`src/rtl/serial_add_pkg.sv`:
```
// Shared definitions for the bit-serial adder sequencer: state encodings and
// the counter-width helper.
package serial_add_pkg;

  typedef enum logic [1:0] {
    ST_IDLE = 2'd0,
    ST_RUN  = 2'd1,
    ST_DONE = 2'd2
  } state_t;

  // Ceiling log2, never below 1 so a counter always has at least one bit.
  function automatic int clog2(input int value);
    int res;
    res = 0;
    while ((32'sd1 <<< res) < value) begin
      res = res + 1;
    end
    if (res < 1) begin
      res = 1;
    end else begin
      res = res;
    end
    return res;
  endfunction

endpackage

```
`src/rtl/FA2.sv`:
```
// Single 1-bit full-adder cell used by the bit-serial adder sequencer.
module FA2 (
  input  logic a,
  input  logic b,
  input  logic ci,
  output logic s,
  output logic co
);

  assign s  = a ^ b ^ ci;
  assign co = (a & b) | (ci & (a ^ b));

endmodule

```
`src/rtl/serial_add_ctrl.sv`:
```
// Bit-serial WIDTH-bit adder: one FA2 cell, one bit per clock, LSB first.
// Define SERIAL_ADD_SUB_EN to enable two's-complement subtract via the sub port.
module serial_add_ctrl
  import serial_add_pkg::*;
#(
  parameter int WIDTH = 8
) (
  input  logic             clk,
  input  logic             rst,
  input  logic             start,
  input  logic [WIDTH-1:0] op_a,
  input  logic [WIDTH-1:0] op_b,
  input  logic             sub,
  output logic             busy,
  output logic             done,
  output logic [WIDTH-1:0] sum,
  output logic             cout,
  output logic             ovf
);

  localparam int CW = clog2(WIDTH);

  state_t           state_r;
  logic [CW-1:0]    cnt_r;
  logic             carry_r;
  logic             c_msb_in_r;
  logic [WIDTH-1:0] a_sh_r;
  logic [WIDTH-1:0] b_sh_r;
  logic [WIDTH-2:0] s_sh_r;
  logic [WIDTH-1:0] s_next_s;
  logic             b_bit_s;
  logic             carry_init_s;
  logic             sum_bit_s;
  logic             co_s;

`ifdef SERIAL_ADD_SUB_EN
  logic sub_r;

  // Latch the subtract request alongside the operands.
  always_ff @(posedge clk or posedge rst) begin
    if (rst) begin
      sub_r <= 1'b0;
    end else if ((state_r == ST_IDLE) && start) begin
      sub_r <= sub;
    end else begin
      sub_r <= sub_r;
    end
  end

  assign b_bit_s      = b_sh_r[0] ^ sub_r;
  assign carry_init_s = sub;
`else
  logic unused_sub_s;

  assign unused_sub_s = sub;
  assign b_bit_s      = b_sh_r[0];
  assign carry_init_s = 1'b0;
`endif

  FA2 u_fa (
    .a  (a_sh_r[0]),
    .b  (b_bit_s),
    .ci (carry_r),
    .s  (sum_bit_s),
    .co (co_s)
  );

  // The newest sum bit enters from the MSB side; after WIDTH bits it is the result.
  assign s_next_s = {sum_bit_s, s_sh_r};

  // Sequencer FSM with datapath registers and registered outputs.
  always_ff @(posedge clk or posedge rst) begin
    if (rst) begin
      state_r    <= ST_IDLE;
      cnt_r      <= {CW{1'b0}};
      carry_r    <= 1'b0;
      c_msb_in_r <= 1'b0;
      a_sh_r     <= {WIDTH{1'b0}};
      b_sh_r     <= {WIDTH{1'b0}};
      s_sh_r     <= {(WIDTH-1){1'b0}};
      busy       <= 1'b0;
      done       <= 1'b0;
      sum        <= {WIDTH{1'b0}};
      cout       <= 1'b0;
      ovf        <= 1'b0;
    end else begin
      case (state_r)
        ST_IDLE: begin
          done <= 1'b0;
          if (start) begin
            a_sh_r  <= op_a;
            b_sh_r  <= op_b;
            carry_r <= carry_init_s;
            cnt_r   <= {CW{1'b0}};
            busy    <= 1'b1;
            state_r <= ST_RUN;
          end else begin
            busy    <= 1'b0;
            state_r <= ST_IDLE;
          end
        end
        ST_RUN: begin
          a_sh_r  <= {1'b0, a_sh_r[WIDTH-1:1]};
          b_sh_r  <= {1'b0, b_sh_r[WIDTH-1:1]};
          s_sh_r  <= s_next_s[WIDTH-1:1];
          carry_r <= co_s;
          cnt_r   <= cnt_r + {{(CW-1){1'b0}}, 1'b1};
          if (cnt_r == CW'(WIDTH - 2)) begin
            c_msb_in_r <= co_s;
          end else begin
            c_msb_in_r <= c_msb_in_r;
          end
          if (cnt_r == CW'(WIDTH - 1)) begin
            sum     <= s_next_s;
            cout    <= co_s;
            ovf     <= c_msb_in_r ^ co_s;
            busy    <= 1'b0;
            done    <= 1'b1;
            state_r <= ST_DONE;
          end else begin
            busy    <= 1'b1;
            done    <= 1'b0;
            state_r <= ST_RUN;
          end
        end
        ST_DONE: begin
          busy    <= 1'b0;
          done    <= 1'b0;
          state_r <= ST_IDLE;
        end
        default: begin
          busy    <= 1'b0;
          done    <= 1'b0;
          state_r <= ST_IDLE;
        end
      endcase
    end
  end

endmodule

```
`config.mk`:
```
export PLATFORM = sky130hd
export DESIGN_NAME = serial_add_ctrl
export DESIGN_NICKNAME = d
export VERILOG_FILES = /design/src/rtl/serial_add_pkg.sv /design/src/rtl/FA2.sv /design/src/rtl/serial_add_ctrl.sv
export SDC_FILE = /design/constraint.sdc
export NUM_CORES = 1
export LEC_CHECK = 0
export ABC_CLOCK_PERIOD_IN_PS = 2200
export CAP_MARGIN = 10
export CORE_UTILIZATION = 43
export DETAILED_ROUTE_END_ITERATION = 8
export PLACE_DENSITY = 0.7
export SLEW_MARGIN = 40
export SYNTH_ARGS = -nofsm -noshare
export SYNTH_HDL_FRONTEND = slang
export SYNTH_HIERARCHICAL = 1
export SYNTH_SLANG_ARGS = --single-unit
```
`constraint.sdc`:
```
create_clock -name clk -period 2.2 [get_ports clk]
set_input_delay 0.66 -clock clk [delete_from_list [all_inputs] [get_ports clk]]
set_output_delay 0.66 -clock clk [all_outputs]
set_load 0.1 [all_outputs]
```
==> impl_results.md, run 1 <==
- Outcome: finished, final reports clean
- Yosys reg bits: 40
- Register area: roughly 1000 um2
- Crit-path cells: clkdlybuf4s50_1 > nand2b_1 > o22ai_1 > a21oi_1
- FF-to-FF path depth: 4
- Layout Cells excl Fill: 232
- Worst Tran Pin Value: 0.5975 ns
- Worst VDD drop: 744.7 uV
- Pleak: just under 1 nW
- Distinct cells, synth: 22
- DRC: 0
- Global Route Usage Sum: 18.73%
- HP Class: reg2reg
- Wl on met1: roughly 1600 um
- CTS buffer count: 5
- Flop2flop setup slack: about 0.43 ns
- Post-CTS Setup Bufs: 0
- Internal Pwr Total: between 1.5 and 2 mW
- Initial core utilization: a little under half
- Share of cells above drive strength 1: about 17%
- Setup TNS: 0 ns
- Crit path required time: between 2 and 2.5 ns
- First-pass GRT wire length: 5885 um
- Max Slew Vio Count: 0
- CP endpoint kind: register
- Vias/cell: ~5.4
- DP Wirelength: around 2300 um
- Final net count: 207
- Drt total wl: 3397 um
- H-Tree Depth: 2
- Total of max-cap violations: 0
- Routability cong.: 0.7746
- Most frequent cells after synthesis: dfrtp_1 (40), o22ai_1 (28), nand2_1 (24)
- Slowest-stage cell, CP: clkdlybuf4s50_1
- Sw Share: 47.10%
- Die area: 4207 um2
- Synth top area share: approximately three fifths
- Reg-to-Reg Start: cnt_r[0]
- Design Power: 3.571 mW
- Grt ovf: 0
- Fillers: 333
- Syn Area/Cell: 11.18 um2
- Power density cells: 1685 nW/um2
- Crit-path max FO: 15
- Min-delay src: ovf
- Yosys warnings: 6
- # port buffers: 30
- Drt wl/cell: 14.64 um
- Worst endpoint data arrival time: 1.93 ns
- Initial antenna violation count: 0
- Area delta synth->final: 24.74%
- Synth Flop Type: dfrtp_1
- Worst setup SP type: input pin
- Fin. Hold Viols: 0
- Skew-Pair Late Insertion Delay: just under 0.3 ns
- Vias: 1257
- Netlist Area Pre-Place: 1699 um2
- DR WL met2: 1623 um
- Clock tree from TritonCTS: built
- Die H: about 65 um
- Antenna Violating Nets Remaining: 0
- Main area contributors after synthesis: dfrtp_1 (59%), o22ai_1 (10%), mux2_2 (6.0%)
- Combinational share of power: between 40% and 50%
- IO Count: 32
- Vias in the first global route: 1299
- Drt pass-1 iters: 4
- Core Area: 3716 um2
- Setup CP Type: in2reg
- Flop pwr share: 37.3%
- Most common cell in the netlist: dfrtp_1
- Row Count: 22
- Clk_skew: 0.002178 ns
- Switching Power: between 1.5 and 2 mW
- Syn nets: approximately 180
- Synth area leader: dfrtp_1
- Finish-stage setup viols: 0
- Die X: 64.86 um
- Synth Instances: 152
- Ys async rst share: 100.0%
- Multi-input logic area: roughly 630 um2
- # diodes: 0
- Period minus WS final: 1.771 ns
- Seq/Total Area, Yosys: 58.91%
- Met3 wire len: 107 um
- RSZ-0062 raised after global routing: no
- Clk network pwr share: 13.9%
- Post-synth EDFFs: 0
- Number of gates resized after cts: 0
- Final worst-path cycle share: 80.49%
- DRT iter0 DRCs: 84
- Hold_buf cts: 0
- Critical R2R Capture: sum[4]
- Cells after DPL: 224
- CTS clk-pin slew, worst paths: roughly 0.070 ns
- Clk buf depth: 2
- Highest routed metal layer: met4
- Worst hold path endpoint: ovf
- CTS Root Cell: clkbuf_8
- Clock Sinks: 40
- Worst hold path depth: 2
- Fmax: 564.7 MHz
- Largest net degree at the start of global routing: slightly above 40
- Crit-path max cell delay: ~0.54 ns
- Max_slew headroom: 60.17%
==> metrics by stage <==
step	area [um2]	setup WS (ns)	utilization (%)	hold WS, ns
after floorplan	1699	0.3017	-	0.4418
final	2120	0.4293	57.04	0.4850
after global routing	2120	0.3209	57.04	0.5169
after CTS	2120	0.4184	57.04	0.4921
after detailed placement	2029	0.1302	54.61	0.4753
after global placement	2029	0.1966	54.61	0.4590
==> logic make-up (layout without fill, tap and decap cells) <==
kind of cell	count (synthesis)	in the layout	synth area share [%]
adder cells (fa/ha/maj)	4	4	3.388
multiplexers	10	10	6.848
AO/OA/AOI/OAI	51	51	18.11
buffers and inverters	14	46	3.903
XOR/XNOR	1	1	0.5156
flip-flops	40	40	58.91
AND/OR/NAND/NOR	32	32	8.322
==> worst max-delay path by stage <==
stage / cells after the start / slack (ns) / end / from
5_1_grt: 4 / 0.32 / cout / cnt_r[0]
3_3_place_gp: 4 / 0.20 / b_sh_r[7] / start
4_1_cts: 4 / 0.42 / sum[4] / cnt_r[0]
2_1_floorplan: 3 / 0.30 / sum[0] / done
3_5_place_dp: 4 / 0.13 / a_sh_r[6] / start
6_report: 4 / 0.43 / a_sh_r[6] / start
==> critical path, delay by kind of cell <==
family | cells | cell delay (ns)
simple gates | 1 | 0.36
buf+inv | 1 | 0.54
compound gates | 2 | 0.37
==> metal layers <==
layer / global-route usage (%) / vias to the layer above
met5: 0 / -
met4: 8.889 / 0
met3: 5.458 / 6
met2: 29.82 / 22
met1: 23.25 / 619
li1: - / 610
==> final cells by class <==
type	count	area share (%)
clock buffers	8	4.250
inverters	5	0.8855
well taps	48	2.834
flip-flops and latches	40	47.23
multi-input cells	98	29.81
repair buffers	33	14.99
==> sequential cells by signal, indices dropped and copies added, names as in the netlist <==
name	cells
b_sh_r	8
cout	1
a_sh_r	8
ovf	1
carry_r	1
s_sh_r	7
done	1
state_r	1
sum	8
c_msb_in_r	1
cnt_r	3
==> power by group through the flow <==
stage                     clock, mW  combinational (mW)  sequential (mW)
after CTS                     0.505                1.76             1.33
after detailed placement          0                1.76             1.34
after global routing          0.546                1.90             1.37
after global placement            0                1.71             1.32
final                         0.497                1.74             1.33
after floorplan                   0               0.719             1.96
==> placed cells by master, fill, tap and decap left out <==
| cell | n |
|---|---|
| ha_1 | 3 |
| nand3_2 | 1 |
| nor2_1 | 2 |
| inv_1 | 5 |
| clkbuf_8 | 6 |
| nand2_1 | 24 |
| and2b_1 | 1 |
| o21bai_1 | 1 |
| clkdlybuf4s50_1 | 18 |
| o21ai_0 | 3 |
| o22ai_1 | 28 |
| fa_1 | 1 |
| mux2_2 | 9 |
| clkbuf_1 | 2 |
| a21oi_1 | 15 |
| buf_4 | 13 |
| nand3b_1 | 1 |
| mux2_4 | 1 |
| xnor2_1 | 1 |
| dfrtp_1 | 40 |
| buf_12 | 2 |
| nand2b_1 | 2 |
| nor2b_1 | 1 |
| a22o_1 | 4 |
(Power assumes the default switching activity.)
==> run 2: changes to the inputs <==
--- a/config.mk
+++ b/config.mk
@@ -5,11 +5,11 @@
 export SDC_FILE = /design/constraint.sdc
 export NUM_CORES = 1
 export LEC_CHECK = 0
-export ABC_CLOCK_PERIOD_IN_PS = 2200
+export ABC_CLOCK_PERIOD_IN_PS = 1600
 export CAP_MARGIN = 10
 export CORE_UTILIZATION = 43
 export DETAILED_ROUTE_END_ITERATION = 8
-export PLACE_DENSITY = 0.7
+export PLACE_DENSITY = 0.73
 export SLEW_MARGIN = 40
 export SYNTH_ARGS = -nofsm -noshare
 export SYNTH_HDL_FRONTEND = slang
==> constraint.sdc (replaced) <==
create_clock -name clk -period 1.6 [get_ports clk]
set_input_delay 0.48 -clock clk [delete_from_list [all_inputs] [get_ports clk]]
set_output_delay 0.48 -clock clk [all_outputs]
set_load 0.1 [all_outputs]
==> run 2 against run 1 <==
Global-route usage is 0.85 points higher. Flip-flop and latch count unchanged. First-iteration DRC count is 9.5% higher. Register-to-register slack worse by 0.37 ns. Cell count up 2.6%. Combinational power rose by 60%. Critical path depth grew 1. Die area did not move. Total power grew 56%. Clock power grew 77%. Sequential share of layout area fell by 4.6 points. Worst hold slack better by 0.0011 ns. Critical path type is now reg2reg. Highest routed layer unchanged.
==> impl_results.md, run 2 (synthesis gave the netlist of run 1 again) <==
- DP Wirelength: 2401 um
- FF-to-FF path depth: 5
- Crit-path max cell delay: 0.41 ns
- Min-delay src: s_sh_r[0]
- Power density cells: 2362 nW/um2
- Largest registers: a_sh_r: 8 flops, b_sh_r: 8 flops, sum: 8 flops
- Top delay family on crit path: flip-flops
- Worst endpoint data arrival time: 1.70 ns
- Cells after DPL: 230
- Clk_skew: 0.004549 ns
- Design Power: 5.560 mW
- Worst Tran Pin Value: ~0.58 ns
- Combinational share of power: 49.9%
- Worst VDD drop: 1559 uV
- Vias in the first global route: 1373
- Antenna Violating Nets Remaining: 0
- Max_slew headroom: 61.27%
- Setup CP Type: reg2reg
- First-pass GRT wire length: 6223 um
- Area delta synth->final: 38.51%
- Most frequent cells in the layout: dfrtp_1 (38), o22ai_1 (28), nand2_1 (24)
- CP endpoint kind: register
- Grt ovf: 0
- Final net count: 213
- Number of gates resized after cts: 0
- Clk buf depth: 2
- Clock tree from TritonCTS: built
- Dpl ws: -0.07347 ns
- Layout Cells excl Fill: ~240
- Setup ws final: 0.06373 ns
- Flop pwr share: 34.2%
- Die area: approximately 4200 um2
- Critical R2R Capture: sum[0]
- Vias: 1293
- Global Route Usage Sum: 19.58%
- Initial antenna violation count: 0
- Largest net degree at the start of global routing: slightly above 40
- RSZ-0062 raised after global routing: no
- Fin. Hold Viols: 0
- Crit-path cells: ha_1 > ha_1 > nand3b_1 > buf_12 > mux2_2
- WP buf/inv: 1
- Crit-path max FO: 12
- Die X: 64.86 um
- Drt total wl: 3468 um
- # diodes: 0
- Core Area: 3716 um2
- Share of cells above drive strength 1: between 20% and 30%
- Drt wl/cell: 14.57 um
- HP Class: reg2reg
- Period minus WS final: 1.536 ns
- Row Count: 22
- Internal Pwr Total: 3.146 mW
- # port buffers: 30
- Hold_buf cts: 0
- Sw Share: 43.41%
- Fmax: 650.9 MHz
- Clock Sinks: 40
- Total of max-cap violations: 0
- Routability cong.: 0.7686
- Initial core utilization: a little under half
- CTS clk-pin slew, worst paths: approximately 0.07 ns
- DRC: 0
- IO Count: 32
- Finish-stage setup viols: 0
- Vias/cell: 5.433
- Reg-to-Reg Start: cnt_r[0]
- Switching Power: 2.414 mW
- Flop2flop setup slack: 0.06 ns
- Crit path required time: roughly 1.8 ns
- Commonest non-fill, non-tap cell in the layout: dfrtp_1
- Skew-Pair Late Insertion Delay: between 0.2 and 0.3 ns
- H-Tree Depth: 2
- WP depth: 5
- Final worst-path cycle share: 96.02%
- Slowest-stage cell, CP: dfrtp_1
- Max Slew Vio Count: 0
- Worst setup SP type: register
- Critical Path End: sum[0]
- Worst Setup SP: cnt_r[0]
- Top cell by count, worst path: ha_1
- CTS buffer count: 5
- Drt pass-1 iters: 5
- Die H: 64.86 um
- Outcome: finished, final reports clean
- Post-CTS Setup Bufs: 0
- Pleak: 1.058 nW
- Setup TNS: 0 ns
- Clk network pwr share: 15.9%
- CTS Root Cell: clkbuf_8
- DRT iter0 DRCs: 92
[run 2: cell types whose count changed in the layout (fill, tap and decap cells not counted)]
cell | previous run | this run
bufinv_16 | 0 | 1
dfrtp_1 | 40 | 38
buf_12 | 2 | 14
dfrtp_2 | 0 | 2
clkbuf_1 | 2 | 0
buf_4 | 13 | 7
clkbuf_8 | 6 | 7
[run 2: worst min-delay path: stages, from the launching register on]
cell     delay (ns)
dfrtp_1        0.35
nand2_1        0.05
nand2_1        0.06
[run 2: area by class of cell]
class	instances	area (um2)
Clock buffer	7	96.34
Clock inverter	1	30.03
Fill cell	286	1363
Inverter	5	18.77
Multi-Input combinational cell	98	631.9
Sequential cell	40	1003
Tap cell	48	60.06
Timing Repair Buffer	39	513.0
[run 2: power by group through the flow]
stage          logic [mW]  registers, mW  clock network (mW)
6_report             2.78           1.90               0.881
5_1_grt              2.94           1.97               0.949
4_1_cts              2.79           1.90               0.895
3_5_place_dp         2.78           1.92                   0
3_3_place_gp         2.70           1.89                   0
2_1_floorplan       0.988           2.70                   0
[run 2: layer usage]
layer / share of wire, % / GRT usage, % / vias to the layer above
met5: 0 / 0 / -
met4: 0.43 / 7.500 / 0
met3: 3.8 / 4.930 / 2
met2: 52 / 33.59 / 30
met1: 43 / 23.41 / 640
li1: - / - / 621
[run 2: metrics by stage]
step	utilization (%)	hold slack (ns)	instance area, um2
2_1_floorplan	-	0.4418	1702
3_3_place_gp	59.93	0.4561	2227
3_5_place_dp	59.93	0.4694	2227
4_1_cts	63.33	0.4899	2354
5_1_grt	63.33	0.5114	2354
6_report	63.33	0.4860	2354
[run 2: worst min-delay path by stage]
stage	end	slack, ns	cells after the start
after global placement	s_sh_r[0]	0.46	2
after global routing	s_sh_r[0]	0.51	2
after detailed placement	s_sh_r[0]	0.47	2
after floorplan	s_sh_r[0]	0.44	2
after CTS	s_sh_r[0]	0.49	2
final	s_sh_r[0]	0.49	2
